==> config.mk <==
export PLATFORM = sky130hd
export DESIGN_NAME = output_uart_verilog
export DESIGN_NICKNAME = d
export VERILOG_FILES = /design/src/rtl/output_uart_verilog.sv
export SDC_FILE = /design/constraint.sdc
export NUM_CORES = 1
export LEC_CHECK = 0
export ABC_CLOCK_PERIOD_IN_PS = 6240
export BUFFER_PORTS_ARGS = -buffer_cell sky130_fd_sc_hd__buf_2
export CORE_ASPECT_RATIO = 1.5
export CORE_MARGIN = 2
export CORE_UTILIZATION = 30
export CTS_BUF_LIST = sky130_fd_sc_hd__clkbuf_8
export CTS_CLUSTER_DIAMETER = 80
export CTS_CLUSTER_SIZE = 8
export DETAILED_ROUTE_END_ITERATION = 10
export GPL_TIMING_DRIVEN = 0
export PLACE_DENSITY_LB_ADDON = 0.3
export SKIP_CTS_REPAIR_TIMING = 1
export SLEW_MARGIN = 20
export SYNTH_ARGS = -nofsm -noshare
export SYNTH_HDL_FRONTEND = slang
export SYNTH_SLANG_ARGS = --single-unit
==> constraint.sdc <==
create_clock -name clk -period 6.24 [get_ports clk]
set_clock_uncertainty 0.2 [all_clocks]
set_input_delay 0.936 -clock clk [delete_from_list [all_inputs] [get_ports clk]]
set_output_delay 0.936 -clock clk [all_outputs]
set_load 0.005 [all_outputs]
==> src/rtl/output_uart_verilog.sv <==
// Output sink: buffers strobed 16-bit words in a FIFO and sends each one on a
// UART TX line as four uppercase hex digits followed by a line feed.
//
// state | meaning
// IDLE  | line idle, waiting for a queued word
// START | start bit, tx low for one bit period
// DATA  | eight data bits of the current character, LSB first
// STOP  | stop bit; chains into the next character or the next word
module output_uart_verilog #(
  parameter int DATA_WIDTH   = 16,
  parameter int CLKS_PER_BIT = 868,
  parameter int FIFO_DEPTH   = 8
) (
  input  logic                  clk,
  input  logic                  reset,
  input  logic [DATA_WIDTH-1:0] data_in,
  input  logic                  data_valid,
  output logic                  tx,
  output logic                  busy,
  output logic                  fifo_full,
  output logic [7:0]            dropped_count
);

  localparam int PTR_W  = (FIFO_DEPTH > 1) ? $clog2(FIFO_DEPTH) : 1;
  localparam int CNT_W  = PTR_W + 1;
  localparam int BAUD_W = (CLKS_PER_BIT > 1) ? $clog2(CLKS_PER_BIT) : 1;
  localparam logic [CNT_W-1:0]  DEPTH_C   = CNT_W'(FIFO_DEPTH);
  localparam logic [BAUD_W-1:0] BAUD_LAST = BAUD_W'(CLKS_PER_BIT - 1);
  localparam logic [2:0]        LAST_CHAR = 3'd4;
  localparam logic [2:0]        LAST_BIT  = 3'd7;

  typedef enum logic [1:0] {
    S_IDLE  = 2'd0,
    S_START = 2'd1,
    S_DATA  = 2'd2,
    S_STOP  = 2'd3
  } state_t;

  state_t                state, state_n;
  logic [DATA_WIDTH-1:0] mem [FIFO_DEPTH];
  logic [PTR_W-1:0]      rd_ptr, wr_ptr;
  logic [CNT_W-1:0]      count;
  logic [BAUD_W-1:0]     baud_cnt, baud_n;
  logic [2:0]            bit_idx, bit_n;
  logic [2:0]            char_idx, char_n;
  logic [DATA_WIDTH-1:0] word_reg, word_n;
  logic [7:0]            cur_char;
  logic                  tx_n;
  logic                  pop, push, drop;
  logic                  fifo_empty, baud_done;

  // Character idx of the word: 0..3 are hex digits MSB first, 4 is line feed.
  function automatic logic [7:0] char_byte(input logic [15:0] w, input logic [2:0] idx);
    logic [3:0] nib;
    logic [7:0] res;
    nib = 4'h0;
    case (idx)
      3'd0:    nib = w[15:12];
      3'd1:    nib = w[11:8];
      3'd2:    nib = w[7:4];
      3'd3:    nib = w[3:0];
      default: nib = 4'h0;
    endcase
    if (idx >= LAST_CHAR) res = 8'h0A;
    else if (nib < 4'd10) res = {4'h3, nib};
    else                  res = 8'h37 + {4'h0, nib};
    return res;
  endfunction

  assign fifo_empty = (count == '0);
  assign fifo_full  = (count == DEPTH_C);
  assign baud_done  = (baud_cnt == BAUD_LAST);
  assign busy       = (state != S_IDLE);

  // A pop frees a slot in the same edge, so a push into a full FIFO is kept.
  assign push = data_valid && (!fifo_full || pop);
  assign drop = data_valid && fifo_full && !pop;

  always_comb begin
    state_n = state;
    bit_n   = bit_idx;
    char_n  = char_idx;
    word_n  = word_reg;
    pop     = 1'b0;
    case (state)
      S_IDLE: begin
        if (!fifo_empty) begin
          pop     = 1'b1;
          word_n  = mem[rd_ptr];
          char_n  = 3'd0;
          state_n = S_START;
        end
      end
      S_START: begin
        if (baud_done) begin
          bit_n   = 3'd0;
          state_n = S_DATA;
        end
      end
      S_DATA: begin
        if (baud_done) begin
          if (bit_idx == LAST_BIT) state_n = S_STOP;
          else                     bit_n   = bit_idx + 3'd1;
        end
      end
      S_STOP: begin
        if (baud_done) begin
          if (char_idx < LAST_CHAR) begin
            char_n  = char_idx + 3'd1;
            state_n = S_START;
          end else if (!fifo_empty) begin
            pop     = 1'b1;
            word_n  = mem[rd_ptr];
            char_n  = 3'd0;
            state_n = S_START;
          end else begin
            state_n = S_IDLE;
          end
        end
      end
      default: state_n = S_IDLE;
    endcase

    if (state == S_IDLE || baud_done || state_n != state) baud_n = '0;
    else                                                  baud_n = baud_cnt + BAUD_W'(1);

    // tx is registered, so it is derived from where the FSM is heading.
    cur_char = char_byte(word_n, char_n);
    case (state_n)
      S_START: tx_n = 1'b0;
      S_DATA:  tx_n = cur_char[bit_n];
      default: tx_n = 1'b1;
    endcase
  end

  always_ff @(posedge clk or posedge reset) begin
    if (reset) begin
      state    <= S_IDLE;
      baud_cnt <= '0;
      bit_idx  <= '0;
      char_idx <= '0;
      word_reg <= '0;
      tx       <= 1'b1;
    end else begin
      state    <= state_n;
      baud_cnt <= baud_n;
      bit_idx  <= bit_n;
      char_idx <= char_n;
      word_reg <= word_n;
      tx       <= tx_n;
    end
  end

  always_ff @(posedge clk or posedge reset) begin
    if (reset) begin
      rd_ptr        <= '0;
      wr_ptr        <= '0;
      count         <= '0;
      dropped_count <= '0;
    end else begin
      if (pop)  rd_ptr <= rd_ptr + PTR_W'(1);
      if (push) wr_ptr <= wr_ptr + PTR_W'(1);
      case ({push, pop})
        2'b10:   count <= count + CNT_W'(1);
        2'b01:   count <= count - CNT_W'(1);
        default: count <= count;
      endcase
      if (drop && dropped_count != 8'hFF) dropped_count <= dropped_count + 8'd1;
    end
  end

  // Storage needs no reset: the pointers and count define what is valid.
  always_ff @(posedge clk) begin
    if (push) mem[wr_ptr] <= data_in;
  end

endmodule
==> results of run 1 <==
[final cells by class]
cell class                 instances  share of cell area
inverter                          22             0.00941
clock buffer                      17              0.0267
timing repair buffer              35              0.0239
multi-input combinational        264               0.274
sequential                       181               0.589
tap                              328              0.0468
buffer                            15             0.00998
clock inverter                    15              0.0204
[cell usage in the layout, fill, tap and decap left out, drive strengths merged, types with 2 or more instances in the layout]
master	n
a2bb2oi	4
a21oi	13
o21ai	12
nor3	5
a31oi	3
o2bb2ai	8
ha	13
nand4bb	2
or2	3
dfrtp	52
and2	2
xnor2	13
or3	7
mux2i	20
and3	4
a22oi	2
a21o	2
edfxtp	128
xor2	9
nand2	33
or3b	2
mux2	2
nand4	5
a22o	2
mux4	32
clkbuf	20
clkinv	9
buf	47
a311oi	3
nor4	2
a211o	3
nand3	8
inv	24
bufinv	3
nand3b	4
nor2	29
nand2b	3
nor4b	2
[power breakdown]
| group | internal, mW | switching, mW |
|---|---|---|
| sequential | 1.43 | 0.0599 |
| combinational | 0.110 | 0.184 |
| clock | 0.398 | 0.423 |
[how the worst min path moves through the flow]
| stage | startpoint | endpoint | slack, ns | depth (start not counted) |
|---|---|---|---|---|
| 3_3_place_gp | word_reg[3] | word_reg[3] | 0.25 | 2 |
| 5_1_grt | baud_cnt[0] | baud_cnt[0] | 0.30 | 1 |
| 2_1_floorplan | word_reg[11] | word_reg[11] | 0.24 | 2 |
| 6_report | word_reg[15] | word_reg[15] | 0.28 | 2 |
| 3_5_place_dp | word_reg[15] | word_reg[15] | 0.26 | 2 |
| 4_1_cts | word_reg[15] | word_reg[15] | 0.29 | 2 |
[critical path, cell delays in order (launching register included)]
cell and delay [ns]:
dfrtp_1 0.44, nor4_2 0.72, a211oi_1 0.17, a21oi_1 0.59
buf_2 0.33, o2bb2ai_1 0.17, nand3b_1 0.14, nand4_1 0.20
or2_2 0.33, ha_1 0.21, inv_1 0.09, nor4b_1 0.06
a211o_1 0.31, a32o_1 0.24
[routing by layer]
| metal | vias to the layer above | global-route usage | share of wire |
|---|---|---|---|
| met5 | - | 0 | 0 |
| met3 | 16 | 0.0266 | 0.025 |
| met2 | 56 | 0.218 | 0.54 |
| li1 | 1968 | - | - |
| met4 | 0 | 0.0455 | 0.015 |
| met1 | 2161 | 0.138 | 0.42 |
[metrics by stage]
step,util,total power [mW],area (µm²),std cells,hold slack (ns)
floorplan,-,1.67,7690,482,0.237
global placement,0.328,1.77,8250,839,0.252
detailed placement,0.333,1.83,8370,845,0.264
CTS,0.349,2.65,8780,877,0.286
global route,0.349,2.73,8780,877,0.297
finish,0.349,2.61,8780,877,0.281
[kinds of logic (layout without fill, tap and decap cells)]
logic type               count (synthesis)  in the layout  synth area share
flip-flops                             181            181             0.672
AND/OR/NAND/NOR                        113            113            0.0790
AO/OA/AOI/OAI                           61             61            0.0554
multiplexers                            54             54             0.123
buffers and inverters                   37            104            0.0221
XOR/XNOR                                22             22            0.0250
adder cells (fa/ha/maj)                 14             14            0.0237
==> summary.md, run 1 <==
| Metric | Value |
|---|---|
| Status | `complete, no violations` |
| Largest area contributor in the netlist | `edfxtp_1` |
| Worst Max-Slew Pin Slew | `between 0.9 and 1 ns` |
| CP Capture Type | `flip-flop` |
| Num rows | `71` |
| Synth top cells by count | `128 x edfxtp_1, 52 x dfrtp_1, 33 x nand2_1` |
| Final setup vio count | `0` |
| R2R cell count | `13` |
| Top post-synthesis cells by area | `edfxtp_1 50%, dfrtp_1 17%, mux4_2 9.4%, mux2i_1 2.6%, ha_1 2.1%` |
| Fmax | `~230 MHz` |
| Placeable Area | `25100 µm²` |
| Max FFs per register | `about 130` |
| Critical Path Source Type | `flip-flop` |
| CTS tree | `done` |
| Layout area overhead | `14.1%` |
| Antenna Nets Post-Route | `0` |
| Clock tree buffer depth | `2` |
| Ant. Diodes | `0` |
| Drt total wl | `15500 µm` |
| Fin nets | `about 570` |
| Setup_tns | `0 ns` |
| WP data arrival | `roughly 4.5 ns` |
| Worst setup path end | `tx` |
| Sequential cell area | `slightly above 5000 µm²` |
| All-Layer GR Usage | `0.121` |
| CTS buffer count | `17` |
| Prevailing post-synth register cell | `edfxtp_1` |
| Post-synthesis sequential area ratio | `0.672` |
| Maximum VDD drop | `0.130 mV` |
| WL/cell | `approximately 18 µm` |
| Unrepaired setup endpoints after global routing | `false` |
| RePlAce Congestion | `just over 0.8` |
| Antenna violations before repair | `1` |
| Worst Path Required | `around 6.4 ns` |
| FF-to-FF Start | `count[1]` |
| Pin count of the biggest net entering global routing | `31` |
| Chip width | `135 µm` |
| Critical-path maximum fanout | `10` |
| FF-to-FF End | `tx` |
| Launch point of the worst path | `count[1]` |
| Detailed Routing Iterations Pass 1 | `4` |
| Net Count, Synth | `515` |
| Max_slew headroom | `0.363` |
| Final period util | `0.688` |
| Crit Path Class | `flip-flop to flip-flop` |
| Max-Cap Viols | `0` |
| Final Slew Violations | `0` |
| GRT overflow | `0` |
| Initial Util | `0.306` |
| Clock transition at path regs | `around 0.090 ns` |
| First-pass GRT wire length | `24600 µm` |
| First DRT Iteration DRCs | `239` |
| FF-to-FF setup slack | `1.94 ns` |
| Setup ws final | `1.94 ns` |
| DRC Markers | `0` |
| Htree depth | `4` |
| Post-synth ARST share | `0.293` |
| Share of cells above drive strength 1 | `0.240` |
| PortBufs | `29` |
| # IOs | `30` |
| Top cell type's share of synthesized area | `0.500` |
| Root Buffer | `clkbuf_8` |
| Die Ht | `~200 µm` |
| Worst skew pair latency | `0.47 ns` |
| Leakage power | `3.17 nW` |
| Synthesis-stage register bit count | `~180` |
| Post-synth EDFFs | `between 100 and 150` |
| Unique masters post-synth | `60` |
| Tmin final | `4.30 ns` |
| Cell area after synthesis | `about 7700 µm²` |
| Worst min-delay path class | `flip-flop to flip-flop` |
| Vias per cell | `4.79` |
| DP Wirelength | `between 10000 and 15000 µm` |
| Gate Count Post-Synth | `482` |
| Area of the multi-input gates | `2400 µm²` |
| Clk sinks | `181` |
| Area of the die | `around 27000 µm²` |
| Vias | `4201` |
| Pre-CTS setup slack | `about 1.9 ns` |
| Mapped Avg Cell Area | `between 15 and 20 µm²` |
| Top-count cell post-synth | `edfxtp_1` |
| Vias in the first global route | `~4500` |
| Filler cells | `2363` |
| Final Hold Viols | `0` |
| Syn. warnings | `0` |
| PD cells | `297 nW/µm²` |
Note: power is estimated with default switching activity, not from simulation.
==> run 2, diff against run 1 <==
- ABC_AREA: unset -> 1
- ABC_CLOCK_PERIOD_IN_PS: 6240 -> 4100
- clock period: 6.24 -> 4.1 ns (I/O delays scaled with it)
==> run 2 against run 1 <==
- clock power rose by 56%
- sequential cell count did not move
- maximum frequency rose by 14%
- non-clock buffer count rose by 13
- critical path depth fell by 2
- hold slack got worse by 0.078 ns
- sequential share of layout area fell by 5.7 points
- global-route usage rose by 2.1 points
- via count rose by 44%
- utilization fell by 0.30 points
- total power rose to 2.6 times the previous value
- critical path type unchanged
- critical endpoint is now mem[0][2]
- highest routed layer is now met5
==> summary.md, run 2 <==
| Metric | Value |
|---|---|
| Critical-path maximum fanout | `16 (+6)` |
| PortBufs | `29 (unchanged)` |
| FF-to-FF End | `mem[0][2]` |
| RePlAce Congestion | `0.833 (+2.0%)` |
| Initial Util | `0.306 (about the same)` |
| Worst skew pair latency | `0.48 ns (about the same)` |
| Clock share of power | `0.191 (-0.124)` |
| Fin util | `0.346 (-0.00300)` |
| Final setup vio count | `0 (unchanged)` |
| Share of cells above drive strength 1 | `0.160 (-0.0806)` |
| Largest area contributor in the netlist | `edfxtp_1` |
| Top-count cell post-synth | `nand2_1` |
| Switching Share | `0.431 (+0.176)` |
| Post-synth EDFFs | `128 (unchanged)` |
| WL/cell | `15.7 µm (-11%)` |
| Fmax | `266 MHz (+14%)` |
| Hold depth | `1 (-1)` |
| Mapped Avg Cell Area | `9.78 µm² (-39%)` |
| Most frequent cells in the layout | `195 x nand2_1, 128 x edfxtp_1, 110 x nor2_1` |
| Slowest Stage Delay on Critical Path | `0.55 ns (-0.17 ns)` |
| DRC Markers | `0 (unchanged)` |
| WP data arrival | `3.65 ns (-0.85 ns)` |
| Vias per cell | `4.68 (-2.3%)` |
| Top cell type's share of synthesized area | `0.447 (-0.0522)` |
| Antenna Nets Post-Route | `0 (unchanged)` |
| Gate Count Post-Synth | `879 (+82%)` |
| Pin count of the biggest net entering global routing | `45 (+45%)` |
| DP Wirelength | `14300 µm (+33%)` |
| Synth Area in Compound Gates | `0.0715 (+0.0160)` |
| Post-Synth XOR/XNOR Area | `0.0163 (-0.00873)` |
| Antenna violations before repair | `2 (+1)` |
| Cell area after synthesis | `8590 µm² (+12%)` |
| Max-Cap Viols | `0 (unchanged)` |
| Final Hold Viols | `0 (unchanged)` |
| Hold path startpoint | `data_in[3]` |
| R2R cell count | `11 (-2)` |
| Worst Max-Slew Pin Slew | `0.728 ns (-0.228 ns)` |
| Worst min-delay path class | `input port to flip-flop` |
| Drt total wl | `20300 µm (+31%)` |
| Multiplexer area fraction after synthesis | `0.00131 (-0.121)` |
| First DRT Iteration DRCs | `346 (+45%)` |
| Root Buffer | `clkbuf_8` |
| Area after DPL | `9280 µm² (+11%)` |
| CP Capture Type | `flip-flop` |
| Tmin final | `3.75 ns (-0.542 ns)` |
| Crit-path leading delay family | `simple AND/OR/NAND/NOR gates` |
| All-Layer GR Usage | `0.142 (+0.0212)` |
| Vias in the first global route | `5994 (+34%)` |
| Synth Area in Simple Gates | `0.232 (+0.153)` |
| Num rows | `75 (+5.6%)` |
| FF-to-FF Start | `state[0]` |
| Maximum VDD drop | `0.263 mV (+100%)` |
| Unique masters post-synth | `46 (-23%)` |
| P_int | `3.79 mW (+95%)` |
| CP max stage cell | `nor2_4` |
| Top post-synthesis cells by area | `edfxtp_1 45%, dfrtp_1 15%, nand2_1 8.5%, nor2_1 5.2%, nand3_1 4.1%` |
| Area of the die | `30000 µm² (+11%)` |
| Synthesis-stage register bit count | `181 (unchanged)` |
| Placeable Area | `28100 µm² (+12%)` |
| Status | `complete, no violations` |
| # IOs | `30 (unchanged)` |
| Vias | `6047 (+44%)` |
| Layout area overhead | `13.0%` |
| Sequential Power Share | `0.371 (-0.202)` |
| Clk sinks | `181 (unchanged)` |
| Worst Path Required | `4.00 ns (-2.44 ns)` |
| Logic gate share of total power | `0.438 (+0.325)` |
| Net Count, Synth | `912 (+77%)` |
| Post-Synth Adder-Cell Area | `0.0213 (-0.00248)` |
| Syn. warnings | `0 (unchanged)` |
| Post-synthesis sequential area ratio | `0.602 (-0.0703)` |
| Prevailing post-synth register cell | `edfxtp_1` |
| Crit path buf inv count | `4 (+2)` |
| Largest family of logic cells by synthesized area | `simple AND/OR/NAND/NOR gates` |
| Htree depth | `4 (unchanged)` |
| Crit-path cells | `inv_1 -> ha_1 -> buf_2 -> nor2_2 -> and2_1 -> buf_6 -> nor2_1 -> nor2_1 -> inv_1 -> or2_2 -> nor2_4` |
| PD cells | `686 nW/µm² (+130%)` |
| Final period util | `0.916 (+0.227)` |
| Chip width | `142 µm (+5.5%)` |
| Commonest non-fill, non-tap cell in the layout | `nand2_1` |
| Switch Pwr | `2.87 mW (+330%)` |
| Detailed Routing Iterations Pass 1 | `5 (+1)` |
| Clock transition at path regs | `0.10 ns (about the same)` |
| Critical Path Source Type | `flip-flop` |
| GRT overflow | `0 (unchanged)` |
| Max FFs per register | `128 (unchanged)` |
| FF-to-FF setup slack | `0.35 ns (-1.60 ns)` |
| Synth top cells by count | `195 x nand2_1, 128 x edfxtp_1, 118 x nor2_1` |
| CTS tree | `done` |
| Clock tree buffer depth | `2 (unchanged)` |
| Unrepaired setup endpoints after global routing | `false` |
| First-pass GRT wire length | `32300 µm (+32%)` |
| Fin nets | `965 (+70%)` |
| Worst Hold Path EP | `mem[0][3]` |
| Leakage power | `4.09 nW (+29%)` |
| CTS buffer count | `17 (unchanged)` |
| Post-synth ARST share | `0.293 (unchanged)` |
| Max_slew headroom | `0.514 (+0.151)` |
| Final Slew Violations | `0 (unchanged)` |
| Die Ht | `211 µm (+5.6%)` |
| Fin area | `9710 µm² (+11%)` |
| Crit Path Class | `flip-flop to flip-flop` |
## run 2: cell types whose count changed after synthesis, sizes merged, moves of 5 or more
| cell | change |
|---|---|
| o211ai | +5 |
| o22ai | +12 |
| nand2 | +180 |
| xnor2 | -9 |
| or3 | -7 |
| mux2i | -20 |
| nand3 | +69 |
| nor2 | +101 |
| mux4 | -32 |
| clkbuf | +5 |
| buf | +9 |
| o21ai | +53 |
| inv | +67 |
| o2bb2ai | -8 |
## run 2: cells by family after synthesis
group / count (synthesis)
buffers and inverters: 118
XOR/XNOR: 16
flip-flops: 181
AO/OA/AOI/OAI: 108
adder cells (fa/ha/maj): 14
multiplexers: 1
AND/OR/NAND/NOR: 441
## run 2: worst max-delay path by stage
stage	depth (start not counted)	end	startpoint
6_report	11	mem[0][2]	state[0]
2_1_floorplan	11	mem[4][0]	state[0]
4_1_cts	13	mem[4][2]	baud_cnt[0]
3_3_place_gp	11	mem[0][5]	state[0]
3_5_place_dp	13	mem[4][2]	baud_cnt[0]
5_1_grt	12	mem[0][2]	baud_cnt[0]
## run 2: power groups by stage
stage / clock (mW) / sequential (mW) / combinational (mW)
floorplan: 0 / 2.48 / 2.04
global placement: 0 / 2.52 / 2.86
detailed placement: 0 / 2.51 / 2.94
CTS: 1.31 / 2.47 / 2.95
global route: 1.39 / 2.51 / 3.31
finish: 1.28 / 2.47 / 2.92
## run 2: area by class of cell
cell class	count	area, µm²
multi-input cells	580	2990
clock buffers	17	234
well taps	346	433
repair buffers	34	216
flip-flops and latches	181	5170
clock inverters	15	181
diodes	1	2.50
inverters	89	337
plain buffers	29	148
fillers	2828	18300
## run 2: routing by layer
layer | wire (µm) | up-vias | track usage
met1 | 8140 | 2890 | 0.155
met3 | 728 | 30 | 0.0322
li1 | - | 3032 | -
met2 | 10800 | 93 | 0.261
met5 | 11 | - | 0
met4 | 563 | 2 | 0.0628
## run 2: worst reg2reg max path: stages (launching register included)
cell     delay [ns]
dfrtp_1        0.43
inv_1          0.18
ha_1           0.26
buf_2          0.20
nor2_2         0.36
and2_1         0.20
buf_6          0.14
nor2_1         0.08
nor2_1         0.28
inv_1          0.09
or2_2          0.40
nor2_4         0.55
## run 2: through the flow
stage | total power, mW | cells | hold slack [ns] | setup slack, ns | TNS, ns
floorplan | 4.52 | 879 | 0.233 | 0.707 | 0
global placement | 5.37 | 1254 | 0.249 | -0.636 | -58.05
detailed placement | 5.45 | 1258 | 0.264 | 0.110 | 0
CTS | 6.73 | 1290 | -0.207 | 0.101 | 0
global route | 7.21 | 1292 | 0.180 | 0.0133 | 0
finish | 6.67 | 1292 | 0.204 | 0.346 | 0
